<file path="config.mk">
export PLATFORM = sky130hd
export DESIGN_NAME = text_ram_port_arbiter_flat
export DESIGN_NICKNAME = d
export VERILOG_FILES = /design/src/rtl/text_ram_port_arbiter_if.sv /design/src/rtl/text_ram_port_arbiter.sv /design/src/flat_wrapper.sv
export SDC_FILE = /design/constraint.sdc
export NUM_CORES = 1
export LEC_CHECK = 0
export CELL_PAD_IN_SITES_DETAIL_PLACEMENT = 0
export CELL_PAD_IN_SITES_GLOBAL_PLACEMENT = 1
export CORE_AREA = 2 2 92 94
export CTS_BUF_LIST = sky130_fd_sc_hd__clkbuf_4 sky130_fd_sc_hd__clkbuf_8
export DETAILED_ROUTE_END_ITERATION = 10
export DIE_AREA = 0 0 94 96
export DONT_BUFFER_PORTS = 1
export GPL_TIMING_DRIVEN = 0
export HOLD_SLACK_MARGIN = 0.12
export PLACE_DENSITY = 0.75
export SLEW_MARGIN = 15
export SYNTH_ARGS = -nofsm -noshare
export SYNTH_HDL_FRONTEND = slang
export SYNTH_SLANG_ARGS = --single-unit
</file>
<file path="constraint.sdc">
create_clock -name clk -period 3 [get_ports clk]
set_input_delay 0.6 -clock clk [delete_from_list [all_inputs] [get_ports clk]]
set_output_delay 0.6 -clock clk [all_outputs]
set_load 0.03 [all_outputs]
</file>
<file path="src/rtl/text_ram_port_arbiter_if.sv">
// Bundle of the two requester ports and the text RAM port around text_ram_port_arbiter.
// The arbiter uses the slave modport; requesters and the RAM sit on the master side.
interface text_ram_port_arbiter_if #(
    parameter int ADDR_W = 11,
    parameter int DATA_W = 32
);
    logic              r0_req;
    logic              r0_we;
    logic [ADDR_W-1:0] r0_addr;
    logic [DATA_W-1:0] r0_wdata;
    logic              r0_lock;
    logic              r0_gnt;
    logic              r0_rvalid;
    logic [DATA_W-1:0] r0_rdata;

    logic              r1_req;
    logic              r1_we;
    logic [ADDR_W-1:0] r1_addr;
    logic [DATA_W-1:0] r1_wdata;
    logic              r1_lock;
    logic              r1_gnt;
    logic              r1_rvalid;
    logic [DATA_W-1:0] r1_rdata;

    logic [ADDR_W-1:0] ram_address;
    logic [DATA_W-1:0] ram_data;
    logic              ram_wren;
    logic [DATA_W-1:0] ram_q;

    modport slave (
        input  r0_req, r0_we, r0_addr, r0_wdata, r0_lock,
        input  r1_req, r1_we, r1_addr, r1_wdata, r1_lock,
        input  ram_q,
        output r0_gnt, r0_rvalid, r0_rdata,
        output r1_gnt, r1_rvalid, r1_rdata,
        output ram_address, ram_data, ram_wren
    );

    modport master (
        output r0_req, r0_we, r0_addr, r0_wdata, r0_lock,
        output r1_req, r1_we, r1_addr, r1_wdata, r1_lock,
        output ram_q,
        input  r0_gnt, r0_rvalid, r0_rdata,
        input  r1_gnt, r1_rvalid, r1_rdata,
        input  ram_address, ram_data, ram_wren
    );
endinterface

</file>
<file path="src/rtl/text_ram_port_arbiter.sv">
// Round-robin arbiter sharing one text RAM port between the VT100 parser (r0) and the
// scroll/clear engine (r1), with bounded burst locking and tagged read-data return.
module text_ram_port_arbiter #(
    parameter int ADDR_W   = 11,
    parameter int DATA_W   = 32,
    parameter int RD_LAT   = 2,
    parameter int LOCK_MAX = 64
) (
    input  logic                   clk,
    input  logic                   rst,
    text_ram_port_arbiter_if.slave bus
);
    localparam int CNT_W = $clog2(LOCK_MAX + 1);
    localparam logic [CNT_W-1:0] CNT_LAST = CNT_W'(LOCK_MAX - 1);
    localparam logic [CNT_W-1:0] CNT_ONE  = CNT_W'(1'b1);
    localparam logic [CNT_W-1:0] CNT_ZERO = CNT_W'(1'b0);

    typedef enum logic [1:0] {
        ST_RR   = 2'd0,
        ST_OWN0 = 2'd1,
        ST_OWN1 = 2'd2
    } state_t;

    state_t            state_q, state_d;
    logic              last_winner_q, last_winner_d;
    logic [CNT_W-1:0]  cnt_q, cnt_d;
    logic [ADDR_W-1:0] addr_q, addr_d;
    logic [DATA_W-1:0] data_q, data_d;
    logic [RD_LAT-1:0] tag_valid_q, tag_valid_d;
    logic [RD_LAT-1:0] tag_id_q, tag_id_d;

    logic              raw0_s, raw1_s;
    logic              gnt0_s, gnt1_s, gnt_any_s;
    logic              win_s, win_we_s, win_lock_s;
    logic [ADDR_W-1:0] win_addr_s;
    logic [DATA_W-1:0] win_data_s;
    logic              rvalid0_s, rvalid1_s;

    // Raw grant decision from the current ownership state and the request lines
    always_comb begin
        raw0_s = 1'b0;
        raw1_s = 1'b0;
        case (state_q)
            ST_RR: begin
                if (bus.r0_req && bus.r1_req) begin
                    raw0_s = last_winner_q;
                    raw1_s = !last_winner_q;
                end else begin
                    raw0_s = bus.r0_req;
                    raw1_s = bus.r1_req;
                end
            end
            ST_OWN0: begin
                raw0_s = bus.r0_req;
                raw1_s = !bus.r0_req && bus.r1_req;
            end
            ST_OWN1: begin
                raw1_s = bus.r1_req;
                raw0_s = !bus.r1_req && bus.r0_req;
            end
            default: begin
                raw0_s = 1'b0;
                raw1_s = 1'b0;
            end
        endcase
    end

    assign gnt0_s     = rst & raw0_s;
    assign gnt1_s     = rst & raw1_s;
    assign gnt_any_s  = gnt0_s | gnt1_s;
    assign win_s      = gnt1_s;
    assign win_we_s   = win_s ? bus.r1_we    : bus.r0_we;
    assign win_lock_s = win_s ? bus.r1_lock  : bus.r0_lock;
    assign win_addr_s = win_s ? bus.r1_addr  : bus.r0_addr;
    assign win_data_s = win_s ? bus.r1_wdata : bus.r0_wdata;

    // Ownership FSM; the lock counter also runs on idle cycles so a dead lock still expires
    always_comb begin
        state_d       = state_q;
        last_winner_d = last_winner_q;
        cnt_d         = cnt_q;
        case (state_q)
            ST_RR: begin
                if (gnt_any_s) begin
                    last_winner_d = win_s;
                    if (win_lock_s && (LOCK_MAX > 1)) begin
                        state_d = win_s ? ST_OWN1 : ST_OWN0;
                        cnt_d   = CNT_ONE;
                    end else begin
                        cnt_d   = CNT_ZERO;
                    end
                end else begin
                    cnt_d = CNT_ZERO;
                end
            end
            ST_OWN0: begin
                if ((gnt0_s && !bus.r0_lock) || (cnt_q >= CNT_LAST)) begin
                    state_d       = ST_RR;
                    last_winner_d = 1'b0;
                    cnt_d         = CNT_ZERO;
                end else begin
                    cnt_d = cnt_q + CNT_ONE;
                end
            end
            ST_OWN1: begin
                if ((gnt1_s && !bus.r1_lock) || (cnt_q >= CNT_LAST)) begin
                    state_d       = ST_RR;
                    last_winner_d = 1'b1;
                    cnt_d         = CNT_ZERO;
                end else begin
                    cnt_d = cnt_q + CNT_ONE;
                end
            end
            default: begin
                state_d = ST_RR;
                cnt_d   = CNT_ZERO;
            end
        endcase
    end

    // RAM-side hold registers and the {valid,id} read tag pipeline
    always_comb begin
        addr_d      = gnt_any_s ? win_addr_s : addr_q;
        data_d      = gnt_any_s ? win_data_s : data_q;
        tag_valid_d = tag_valid_q;
        tag_id_d    = tag_id_q;
        tag_valid_d[0] = gnt_any_s & !win_we_s;
        tag_id_d[0]    = win_s;
        for (int i = 1; i < RD_LAT; i++) begin
            tag_valid_d[i] = tag_valid_q[i-1];
            tag_id_d[i]    = tag_id_q[i-1];
        end
    end

    // State registers with synchronous active-low reset
    always_ff @(posedge clk) begin
        if (!rst) begin
            state_q       <= ST_RR;
            last_winner_q <= 1'b1;
            cnt_q         <= CNT_ZERO;
            addr_q        <= {ADDR_W{1'b0}};
            data_q        <= {DATA_W{1'b0}};
            tag_valid_q   <= {RD_LAT{1'b0}};
            tag_id_q      <= {RD_LAT{1'b0}};
        end else begin
            state_q       <= state_d;
            last_winner_q <= last_winner_d;
            cnt_q         <= cnt_d;
            addr_q        <= addr_d;
            data_q        <= data_d;
            tag_valid_q   <= tag_valid_d;
            tag_id_q      <= tag_id_d;
        end
    end

    assign rvalid0_s = tag_valid_q[RD_LAT-1] & !tag_id_q[RD_LAT-1];
    assign rvalid1_s = tag_valid_q[RD_LAT-1] &  tag_id_q[RD_LAT-1];

    assign bus.r0_gnt      = gnt0_s;
    assign bus.r1_gnt      = gnt1_s;
    assign bus.r0_rvalid   = rvalid0_s;
    assign bus.r1_rvalid   = rvalid1_s;
    assign bus.r0_rdata    = rvalid0_s ? bus.ram_q : {DATA_W{1'b0}};
    assign bus.r1_rdata    = rvalid1_s ? bus.ram_q : {DATA_W{1'b0}};
    assign bus.ram_address = addr_d;
    assign bus.ram_data    = data_d;
    assign bus.ram_wren    = gnt_any_s & win_we_s;

endmodule

</file>
<file path="src/flat_wrapper.sv">
// flat-port wrapper written by rule: the top's interface ports become plain ports
module text_ram_port_arbiter_flat 
#(
    parameter int ADDR_W   = 11,
    parameter int DATA_W   = 32,
    parameter int RD_LAT   = 2,
    parameter int LOCK_MAX = 64
)
  (clk, rst, bus_r0_req, bus_r0_we, bus_r0_addr, bus_r0_wdata, bus_r0_lock, bus_r1_req, bus_r1_we, bus_r1_addr, bus_r1_wdata, bus_r1_lock, bus_ram_q, bus_r0_gnt, bus_r0_rvalid, bus_r0_rdata, bus_r1_gnt, bus_r1_rvalid, bus_r1_rdata, bus_ram_address, bus_ram_data, bus_ram_wren);
  text_ram_port_arbiter_if #(.ADDR_W(ADDR_W), .DATA_W(DATA_W)) bus_i ();
  input  logic clk;
  input  logic rst;
  input wire logic [$bits(bus_i.r0_req)-1:0] bus_r0_req;
  input wire logic [$bits(bus_i.r0_we)-1:0] bus_r0_we;
  input wire logic [$bits(bus_i.r0_addr)-1:0] bus_r0_addr;
  input wire logic [$bits(bus_i.r0_wdata)-1:0] bus_r0_wdata;
  input wire logic [$bits(bus_i.r0_lock)-1:0] bus_r0_lock;
  input wire logic [$bits(bus_i.r1_req)-1:0] bus_r1_req;
  input wire logic [$bits(bus_i.r1_we)-1:0] bus_r1_we;
  input wire logic [$bits(bus_i.r1_addr)-1:0] bus_r1_addr;
  input wire logic [$bits(bus_i.r1_wdata)-1:0] bus_r1_wdata;
  input wire logic [$bits(bus_i.r1_lock)-1:0] bus_r1_lock;
  input wire logic [$bits(bus_i.ram_q)-1:0] bus_ram_q;
  output wire logic [$bits(bus_i.r0_gnt)-1:0] bus_r0_gnt;
  output wire logic [$bits(bus_i.r0_rvalid)-1:0] bus_r0_rvalid;
  output wire logic [$bits(bus_i.r0_rdata)-1:0] bus_r0_rdata;
  output wire logic [$bits(bus_i.r1_gnt)-1:0] bus_r1_gnt;
  output wire logic [$bits(bus_i.r1_rvalid)-1:0] bus_r1_rvalid;
  output wire logic [$bits(bus_i.r1_rdata)-1:0] bus_r1_rdata;
  output wire logic [$bits(bus_i.ram_address)-1:0] bus_ram_address;
  output wire logic [$bits(bus_i.ram_data)-1:0] bus_ram_data;
  output wire logic [$bits(bus_i.ram_wren)-1:0] bus_ram_wren;
  assign bus_i.r0_req = bus_r0_req;
  assign bus_i.r0_we = bus_r0_we;
  assign bus_i.r0_addr = bus_r0_addr;
  assign bus_i.r0_wdata = bus_r0_wdata;
  assign bus_i.r0_lock = bus_r0_lock;
  assign bus_i.r1_req = bus_r1_req;
  assign bus_i.r1_we = bus_r1_we;
  assign bus_i.r1_addr = bus_r1_addr;
  assign bus_i.r1_wdata = bus_r1_wdata;
  assign bus_i.r1_lock = bus_r1_lock;
  assign bus_i.ram_q = bus_ram_q;
  assign bus_r0_gnt = bus_i.r0_gnt;
  assign bus_r0_rvalid = bus_i.r0_rvalid;
  assign bus_r0_rdata = bus_i.r0_rdata;
  assign bus_r1_gnt = bus_i.r1_gnt;
  assign bus_r1_rvalid = bus_i.r1_rvalid;
  assign bus_r1_rdata = bus_i.r1_rdata;
  assign bus_ram_address = bus_i.ram_address;
  assign bus_ram_data = bus_i.ram_data;
  assign bus_ram_wren = bus_i.ram_wren;
  text_ram_port_arbiter #(.ADDR_W(ADDR_W), .DATA_W(DATA_W), .RD_LAT(RD_LAT), .LOCK_MAX(LOCK_MAX)) u_core (.clk(clk), .rst(rst), .bus(bus_i));
endmodule
</file>
[Word-level counts from Yosys, hierarchy flattened]
Cells that the tools add are included.
Storage, ports and cells
  register bits after elaboration: 57
  input port bits: 126
  output and inout port bits: 112
  word-level logic and storage cells: 67
Operators by class
  add/subtract/negate cells: 1
  order comparisons: 1
  equality and inequality tests: 6
  muxes and demuxes: 27
  bitwise gates (word level): 7
  reductions and logical operators: 18
Operator list (count)
  two-way mux 32 bit: 4
  two-way mux 11 bit: 2
  one-hot mux 7 bit (3 select lines): 1
  two-way mux 7 bit: 2
  two-way mux 2 bit: 5
  two-way mux 1 bit: 9
  one-hot mux 1 bit (3 select lines): 3
  inequality test 2 x 1 -> 1 bit (second input constant): 4
  AND reduction 4 bit: 2
  adder 7 x 1 -> 7 bit (second input constant): 1
  >= comparator 7 x 6 -> 1 bit (second input constant): 1
  logical NOT 1 bit: 7
  AND 1 bit: 6
  one-hot mux 2 bit (3 select lines): 1
  logical AND 1 bit: 5
  nonzero test 3 bit: 1
  == test 2 x 1 -> 1 bit (second input constant): 1
  == test 2 bit (second input constant): 1
  logical NOT 2 bit: 1
  logical OR 1 bit: 2
  bitwise OR 1 bit: 1

[Longest topological paths before layout]
Gate-level depths: netlist of run 1.
  word-level depth: 8
  gate-level depth with buffers: 10
  mapped depth without buffers: 8

[Worst setup path after synthesis of run 1]
No wires, ideal clock.
  path type: input to output
  start point: in rst
  end point: out bus_ram_address[5]
  arrival: 2.146 ns
  required time: 2.400 ns
  setup slack: 0.254 ns
  cell stages on the path: 7
  path buffers: 3
  cells stage by stage: buf_2 -> nand3b_1 -> a311oi_2 -> buf_4 -> buf_6 -> mux2_2 -> mux2_2
On the way
  word-level cells in the longest chain between the ends: 3
  elaborated cells between the ends (all ways): 5
RTL lines
  start: declaration: RTL line flat_wrapper.sv:12  | input logic rst;
  AND 1 bit: RTL line text_ram_port_arbiter.sv:68  | assign gnt0_s = rst & raw0_s;
  named net bus_r0_gnt: RTL line flat_wrapper.sv:24  | output wire logic [$bits(bus_i.r0_gnt)-1:0] bus_r0_gnt;
  bitwise OR 1 bit: RTL line text_ram_port_arbiter.sv:70  | assign gnt_any_s = gnt0_s | gnt1_s;
  two-way mux 11 bit: RTL line text_ram_port_arbiter.sv:123  | addr_d = gnt_any_s ? win_addr_s : addr_q;
  end: declaration: RTL line flat_wrapper.sv:30  | output wire logic [$bits(bus_i.ram_address)-1:0] bus_ram_address;
The timed path passes the listed nets, and every way through them passes these cells.

[Final worst setup path of run 1]
  start point: reg u_core.state_q[0]
  end point: out bus_ram_data[12]
On the way
  word-level cells in the longest chain between the ends: 5
  elaborated cells between the ends (all ways): 10
RTL lines
  start: declaration: RTL line text_ram_port_arbiter.sv:24  | state_t state_q, state_d;
  start signal: assignment: RTL line text_ram_port_arbiter.sv:146  | state_q <= state_d;
  == test 2 bit (tied with other cells): RTL line text_ram_port_arbiter.sv:43  | case (state_q)
  one-hot mux 1 bit (3 select lines): RTL line text_ram_port_arbiter.sv:43
  AND 1 bit, on equally long branches: RTL line text_ram_port_arbiter.sv:69, text_ram_port_arbiter.sv:68
  two-way mux 32 bit / bitwise OR 1 bit (equally long branches): RTL line text_ram_port_arbiter.sv:75, text_ram_port_arbiter.sv:70
  two-way mux 32 bit (*): RTL line text_ram_port_arbiter.sv:124  | data_d = gnt_any_s ? win_data_s : data_q;
  end: declaration: RTL line flat_wrapper.sv:31  | output wire logic [$bits(bus_i.ram_data)-1:0] bus_ram_data;
Mark *: on every way between the ends. The rest lies on a longest branch, timed or not.

==> metrics.md, run 1 <==
| Metric | Value |
|---|---|
| Core ar. | 8050 um2 |
| Setup violations, final | 0 |
| Cts bufs inserted | 9 |
| Vias | 2692 |
| TNS Setup | 0 ns |
| Commonest non-fill, non-tap cells in the layout | and2_1, mux2_4, dfxtp_1 |
| Critical path required time | 2.40 ns |
| Crit Path Category | reg2out |
| Final WL | 10000 um |
| F_max | 334 MHz |
| RSZ-0062 raised after global routing | true |
| H-Tree Depth | 3 |
| Global-route wire length before repair | 13600 um |
| #FFs+latches synth | 57 |
| Syn_area_per_cell | 9.66 um2 |
| Worst-Margin Slew | 0.608 ns |
| Leak pwr | 2.06 nW |
| Die Span Y | 96 um |
| Distinct cells, synth | 35 |
| Fillcell total | 740 |
| I/O Pins | 238 |
| Buffers added on ports | 0 |
| Crit path launch type | register |
| CTS tree | built |
| Crit share post-route | 0.997 |
| # DRC | 0 |
| Initial antenna violation count | 2 |
| Largest net degree at the start of global routing | 11 |
| Commonest non-fill, non-tap cell in the layout | and2_1 |
| PD cells | 850 nW/um2 |
| Router iterations before antenna repair | 4 |
| Data arrival, critical path | 2.39 ns |
| Final Skew | 0.00832 ns |
| Total GRT Usage | 0.201 |
| Die span in x | 94 um |
| CTS Hold Bufs | 0 |
| Final Hold Viols | 0 |
| Final std cells w/o fill | 487 |
| Clk root buf | clkbuf_8 |
| Status | completed |
| Min-Delay Path Class | in2reg |
| Post-Place Worst Slack | -0.170 ns |
| Share of layout cells above drive strength 1 | 0.360 |
| HPWL after DPL | 7540 um |
| Vias in the first global route | 2650 |
| Initial detailed-routing violation count | 78 |
| Overflow after GRT | 0 |
| Core Util, Final | 0.539 |
| Drt wl/cell | 20.6 um |
| Peak supply drop | 0.538 mV |
| Initial Util | 0.421 |
| Worst skew pair latency | 0.33 ns |
| Synthesized area | 3390 um2 |
| Total Nets Final | 504 |
| Yosys warns | 0 |
| Row cnt | 33 |
| Max Slew Vio Count | 0 |
| Post-synthesis cell count | 351 |
| Worst-path fanout max | 10 |
| Syn nets | 482 |
| ANT nets after route | 0 |
| RD Place Congestion | 0.781 |
| Clk buf depth | 2 |
| Clk sinks | 57 |
| Hold depth | 1 |
| Worst-path clk slew | 0.07 ns |
| Total of max-cap violations | 0 |
| Worst-case reg-to-reg path depth | 8 |
| Register area share after synthesis | 0.337 |
| Post-route design area | 4340 um2 |
| Area delta synth->final | 28.0% |
| Placed cell areas | 3520 um2 |
| CP Capture Type | primary output |
| Min Tclk post-route | 2.99 ns |
| Drt via density | 5.53 |
| Final WS setup | 0.00898 ns |
| Cell total after placement | 456 |
| Area of the die | 9020 um2 |
| Max-Slew Margin vs Limit | 0.595 |
## logic make-up (layout without fill, tap and decap cells)
kind of cell               Yosys count  after routing  share of synthesized area
xor gates and xnor gates             4              4                     0.0103
other                                1              5                    0.00111
AOI/OAI and AO/OA                   17             17                     0.0380
muxes                               87             87                      0.289
buffers and inverters               36             63                     0.0476
adders and majority gates            5              5                     0.0185
and+or+nand+nor                    144            144                      0.259
DFF                                 57             57                      0.337
## cell usage after synthesis
cell / number / area share
nand3b_1: 3 / 0.0066
o311ai_0: 1 / 0.0026
clkbuf_1: 20 / 0.022
nor3b_1: 1 / 0.0022
and3_1: 34 / 0.063
and2_1: 78 / 0.14
conb_1: 1 / 0.0011
buf_6: 2 / 0.0066
a21o_1: 2 / 0.0044
nand2_1: 6 / 0.0066
o2bb2ai_1: 2 / 0.0052
o211ai_1: 1 / 0.0022
o41a_1: 1 / 0.0033
nand4_1: 2 / 0.0037
buf_4: 2 / 0.0044
nor2b_1: 3 / 0.0055
ha_1: 5 / 0.018
nand4b_1: 1 / 0.0026
mux2_2: 86 / 0.29
or4b_1: 1 / 0.0030
mux2i_1: 1 / 0.0030
xor2_1: 3 / 0.0078
nor2_1: 4 / 0.0044
o2111ai_1: 2 / 0.0052
buf_2: 3 / 0.0044
dfxtp_1: 57 / 0.34
nand3_1: 9 / 0.013
inv_1: 9 / 0.010
a21oi_1: 2 / 0.0030
a311oi_2: 1 / 0.0044
a31oi_1: 1 / 0.0018
xnor2_1: 1 / 0.0026
nand2b_1: 1 / 0.0018
o21ai_0: 4 / 0.0059
nor3_2: 1 / 0.0030
## flip-flops by register name, indices dropped and copies added (netlist names)
signal and count:
u_core.tag_valid_q 2, u_core.cnt_q 7, u_core.addr_q 11, u_core.last_winner_q 1
u_core.data_q 32, u_core.state_q 2, u_core.tag_id_q 2
## worst paths after layout
path	start	end	slack (ns)
setup reg to reg	u_core.state_q[0]	u_core.data_q[12]	0.66
hold / removal	bus_r1_we	u_core.tag_valid_q[0]	0.39
hold reg to reg	u_core.tag_id_q[0]	u_core.tag_id_q[1]	0.44
setup / recovery	u_core.state_q[0]	bus_ram_data[12]	0.009
## power breakdown
part,total (mW),leakage (nW),internal (mW),switching (mW)
Sequential,0.959,0.468,0.895,0.0645
Combinational,1.84,1.47,0.829,1.01
Clock,0.888,0.123,0.582,0.305
Total,3.69,2.06,2.31,1.38
## repair_timing
action	in CTS	in global routing
pin swaps	1	0
setup buffers	7	3
resized for setup	79	38
gates cloned	0	3
setup endpoints to repair	44	43
## per-layer routing
layer,track usage,share of wire
met2,0.363,0.51
met1,0.205,0.38
met4,0.0845,0.021
met5,0,0
met3,0.0822,0.093
## final cells by class
| cell class | count | area [um2] | area share |
|---|---|---|---|
| Buffer | 25 | 178 | 0.0409 |
| Clock inverter | 5 | 103 | 0.0236 |
| Multi-Input combinational cell | 258 | 2430 | 0.559 |
| Sequential cell | 57 | 1150 | 0.265 |
| Antenna cell | 4 | 10.0 | 0.00231 |
| Clock buffer | 11 | 145 | 0.0334 |
| Inverter | 9 | 38.8 | 0.00894 |
| Tap cell | 105 | 131 | 0.0303 |
| Timing Repair Buffer | 13 | 158 | 0.0363 |
## worst max-delay path, stage by stage (launching register included)
cell	delay [ns]
dfxtp_4	0.38
ha_4	0.16
nand3b_1	0.18
a311oi_2	0.31
buf_4	0.22
buf_8	0.14
mux2_2	0.34
mux2_4	0.32
## per-stage QoR
step	total power, mW	hold slack (ns)
after floorplan	2.19	0.412
after global placement	2.35	0.424
after detailed placement	2.37	0.427
after CTS	3.54	0.380
after global routing	3.86	0.409
final	3.69	0.391
(Power assumes the default switching activity.)
==> inputs of run 2 (changes only) <==
--- a/config.mk
+++ b/config.mk
@@ -9,6 +9,7 @@
 export CELL_PAD_IN_SITES_GLOBAL_PLACEMENT = 1
 export CORE_AREA = 2 2 92 94
 export CTS_BUF_LIST = sky130_fd_sc_hd__clkbuf_4 sky130_fd_sc_hd__clkbuf_8
+export CTS_CLUSTER_DIAMETER = 50
 export DETAILED_ROUTE_END_ITERATION = 10
 export DIE_AREA = 0 0 94 96
 export DONT_BUFFER_PORTS = 1
==> results of run 2 <==
No change in the layout: final DEF, timing and power equal those of run 1.
==> inputs of run 3 (changes only) <==
--- a/config.mk
+++ b/config.mk
@@ -5,18 +5,19 @@
 export SDC_FILE = /design/constraint.sdc
 export NUM_CORES = 1
 export LEC_CHECK = 0
+export ABC_AREA = 1
 export CELL_PAD_IN_SITES_DETAIL_PLACEMENT = 0
 export CELL_PAD_IN_SITES_GLOBAL_PLACEMENT = 1
-export CORE_AREA = 2 2 92 94
+export CORE_MARGIN = 2
+export CORE_UTILIZATION = 42
 export CTS_BUF_LIST = sky130_fd_sc_hd__clkbuf_4 sky130_fd_sc_hd__clkbuf_8
 export CTS_CLUSTER_DIAMETER = 50
 export DETAILED_ROUTE_END_ITERATION = 10
-export DIE_AREA = 0 0 94 96
 export DONT_BUFFER_PORTS = 1
 export GPL_TIMING_DRIVEN = 0
 export HOLD_SLACK_MARGIN = 0.12
-export PLACE_DENSITY = 0.75
-export SLEW_MARGIN = 15
+export PLACE_DENSITY = 0.8
+export SLEW_MARGIN = 5
 export SYNTH_ARGS = -nofsm -noshare
 export SYNTH_HDL_FRONTEND = slang
 export SYNTH_SLANG_ARGS = --single-unit
==> run 3 against run 2 <==
- synthesized cell count grew 41%
- final cell count is 26% higher
- clock-buffer cell count is 2 lower
- critical path depth is 2 lower
- flip-flop and latch count unchanged
- sequential power decreased by 12%
- first-iteration DRC count is 12% lower
- worst hold slack got worse by 0.042 ns
- final area shrank 11%
- sequential share of layout area is 3.2 points higher
- clock power is 24% lower
- critical endpoint is now bus_r0_rdata[17]
- highest routed layer unchanged
==> metrics.md, run 3 <==
| Metric | Value |
|---|---|
| Status | completed (unchanged) |
| Drt via density | 5.43 (was 5.53) |
| Post-synthesis cell count | 495 (was 351) |
| Synth Flop Type | dfxtp_1 (unchanged) |
| Core ar. | 7730 um2 (was 8050 um2) |
| Initial antenna violation count | 0 (was 2) |
| Worst-path fanout max | 10 (unchanged) |
| Overflow after GRT | 0 (unchanged) |
| Die span in x | 93.2 um (was 94 um) |
| Setup violations, final | 0 (unchanged) |
| Final Hold Viols | 0 (unchanged) |
| Vias | 3324 (was 2692) |
| Data arrival, critical path | 2.25 ns (was 2.39 ns) |
| Gate power share | 0.320 (was 0.499) |
| Final Skew | 0.00927 ns (was 0.00832 ns) |
| # DRC | 0 (unchanged) |
| Total GRT Usage | 0.206 (was 0.201) |
| Share of layout cells above drive strength 1 | 0.249 (was 0.360) |
| Worst-path clk slew | 0.07 ns (about the same) |
| Initial detailed-routing violation count | 69 (was 78) |
| Clock Power Share | 0.302 (was 0.241) |
| Crit share post-route | 0.951 (was 0.997) |
| CTS tree | built (unchanged) |
| H-Tree Depth | 3 (unchanged) |
| Crit Path Category | reg2out (unchanged) |
| Max stage delay on crit path | 0.56 ns (was 0.38 ns) |
| Post-route design area | 3850 um2 (was 4340 um2) |
| Max Slew Vio Count | 0 (unchanged) |
| Max-Slew Margin vs Limit | 0.555 (was 0.595) |
| Clk buf depth | 2 (unchanged) |
| Leak pwr | 1.93 nW (was 2.06 nW) |
| Vias in the first global route | 2880 (was 2650) |
| Storage element area | 1140 um2 (was 1150 um2) |
| Area of the die | 8690 um2 (was 9020 um2) |
| Router iterations before antenna repair | 4 (unchanged) |
| Distinct cells, synth | 27 (was 35) |
| Critical path required time | 2.40 ns (about the same) |
| Total Nets Final | 637 (was 504) |
| Largest Register | u_core.data_q (unchanged) |
| Buffers added on ports | 0 (unchanged) |
| PD cells | 581 nW/um2 (was 850 nW/um2) |
| I/O Pins | 238 (unchanged) |
| Commonest non-fill, non-tap cell in the layout | nor2_1 (was and2_1) |
| Final WS setup | 0.148 ns (was 0.00898 ns) |
| Worst-Margin Slew | 0.666 ns (was 0.608 ns) |
| Min Tclk post-route | 2.85 ns (was 2.99 ns) |
| Min Hold Slack | 0.350 ns (was 0.391 ns) |
| Register area share after synthesis | 0.341 (was 0.337) |
| Syn_area_per_cell | 6.75 um2 (was 9.66 um2) |
| Post-Place Worst Slack | 0.460 ns (was -0.170 ns) |
| Peak supply drop | 0.286 mV (was 0.538 mV) |
| CTS Hold Bufs | 0 (unchanged) |
| Post-synth ARST share | 0 (unchanged) |
| HPWL after DPL | 7590 um (was 7540 um) |
| Worst Path Buf+Inv | 3 (was 2) |
| RD Place Congestion | 0.786 (was 0.781) |
| Clk root buf | clkbuf_8 (unchanged) |
| Post-synth EDFFs | 0 (unchanged) |
| Most frequent cell after synthesis | nand3_1 (was mux2_2) |
| Largest net degree at the start of global routing | 11 (unchanged) |
| Final WL | 9850 um (was 10000 um) |
| TNS Setup | 0 ns (unchanged) |
| Clk sinks | 57 (unchanged) |
| Commonest non-fill, non-tap cells in the layout | nor2_1, nand2_1, dfxtp_1 (was and2_1, mux2_4, dfxtp_1) |
| Global-route wire length before repair | 14000 um (was 13600 um) |
| Area delta synth->final | 15.1% (was 28.0%) |
| Row cnt | 32 (was 33) |
| Reg power frac | 0.377 (was 0.260) |
| Multi-input logic area | 1950 um2 (was 2430 um2) |
| Syn nets | 626 (was 482) |
| Synth area leaders | dfxtp_1, nand3_1, nor2_1, nand2_1, a31oi_1 (was dfxtp_1, mux2_2, and2_1, and3_1, clkbuf_1) |
| Worst skew pair latency | 0.33 ns (about the same) |
| CP Capture Type | primary output (unchanged) |
| Worst path cell trace | inv_1 -> nor2_1 -> inv_1 -> clkbuf_1 -> nor2_1 (was ha_4 -> nand3b_1 -> a311oi_2 -> buf_4 -> buf_8 -> mux2_2 -> mux2_4) |
| Largest area contributor in the netlist | dfxtp_1 (unchanged) |
| Antenna diodes | 0 (was 4) |
| #FFs+latches synth | 57 (unchanged) |
| Crit path max-delay cell type | nor2_1 (was dfxtp_4) |
| Top flop regs | u_core.data_q: 32 flops, u_core.addr_q: 11 flops, u_core.cnt_q: 7 flops (unchanged) |
| Sw power | 0.865 mW (was 1.38 mW) |
| Switching part of the total | 0.387 (was 0.374) |
| Synth top area share | 0.341 (was 0.337) |
| Placed cell areas | 3470 um2 (was 3520 um2) |
| Crit path max-delay family | simple AND/OR/NAND/NOR gates (was multiplexers) |
| Drt wl/cell | 16.1 um (was 20.6 um) |
| Initial Util | 0.433 (was 0.421) |
| Total of max-cap violations | 0 (unchanged) |
| Die Span Y | 93.2 um (was 96 um) |
| Max reg flops | 32 (unchanged) |
| Yosys warns | 0 (unchanged) |
| Top post-synthesis cells by count | nand3_1, nor2_1, nand2_1 (was mux2_2, and2_1, dfxtp_1) |
| ANT nets after route | 0 (unchanged) |
| Synthesized area | 3340 um2 (was 3390 um2) |
| Fillcell total | 782 (was 740) |
| Cts bufs inserted | 9 (unchanged) |
| F_max | 351 MHz (was 334 MHz) |
| Internal power | 1.37 mW (was 2.31 mW) |
| Min-Delay Path Class | in2reg (unchanged) |
| Crit path launch type | register (unchanged) |
==> run 3: changes by cell type after synthesis, sizes merged, moves of 10 or more <==
cell   before  now
nand2       6  115
nand3       9   96
mux2       86    0
and2       78    0
nor2        4   78
inv         9   57
a31oi       1   42
and3       34    0
buf         7   17
==> run 3: power groups by stage <==
stage	clock (mW)	combinational (mW)	sequential (mW)
2_1_floorplan	0	0.590	0.855
3_3_place_gp	0	0.672	0.859
3_5_place_dp	0	0.681	0.861
4_1_cts	0.689	0.682	0.844
5_1_grt	0.726	0.774	0.851
6_report	0.677	0.716	0.844
==> run 3: what timing repair did <==
| action | CTS | global route |
|---|---|---|
| resized for setup | 0 | 39 |
| buffers inserted | 0 | 0 |
| endpoints found under the setup margin | 0 | 39 |
==> run 3: path summary, 6_finish.rpt <==
kind / start / to / slack (ns) / depth (start not counted)
setup / recovery: u_core.tag_valid_q[1] / bus_r0_rdata[17] / 0.15 / 5
hold / removal: rst / u_core.last_winner_q / 0.35 / 1
setup reg to reg: u_core.state_q[0] / u_core.addr_q[3] / 1.07 / 9
hold reg to reg: u_core.tag_id_q[0] / u_core.tag_id_q[1] / 0.42 / 2
==> run 3: final cells by class <==
type	count	area share
well taps	102	0.0332
flip-flops and latches	57	0.297
inverters	58	0.0569
clock buffers	9	0.0322
clock inverters	6	0.0156
multi-input cells	352	0.508
plain buffers	28	0.0579
==> run 3: worst register-to-register path: cells and delay by family, from the launching register on <==
kind                     cells  cell delay (ns)
buffers and inverters        3             0.57
AND/OR/NAND/NOR              4             0.43
flip-flops                   1             0.39
adder cells (fa/ha/maj)      1             0.26
AO/OA/AOI/OAI                1             0.21
==> run 3: metal layers <==
metal  GRT usage  part of all wire  vias to the layer above
li1            -                 -                     1626
met1       0.218              0.38                     1534
met4      0.0968             0.024                        0
met5           0                 0                        -
met3      0.0475             0.062                       17
met2       0.384              0.54                      147
==> run 3: stage by stage <==
stage,utilization,power (mW),cells
detailed placement,0.449,1.54,597
finish,0.498,2.24,612
floorplan,-,1.45,495
global placement,0.449,1.53,597
global route,0.498,2.35,612
CTS,0.473,2.22,612
==> run 3: cells by family after synthesis <==
kind of cell | Yosys count | share of synthesized area
simple gates | 294 | 0.411
fa+ha+maj | 5 | 0.0187
buf+inv | 86 | 0.132
flops | 57 | 0.341
other cells | 1 | 0.00112
xor+xnor | 1 | 0.00262
compound gates | 51 | 0.0932
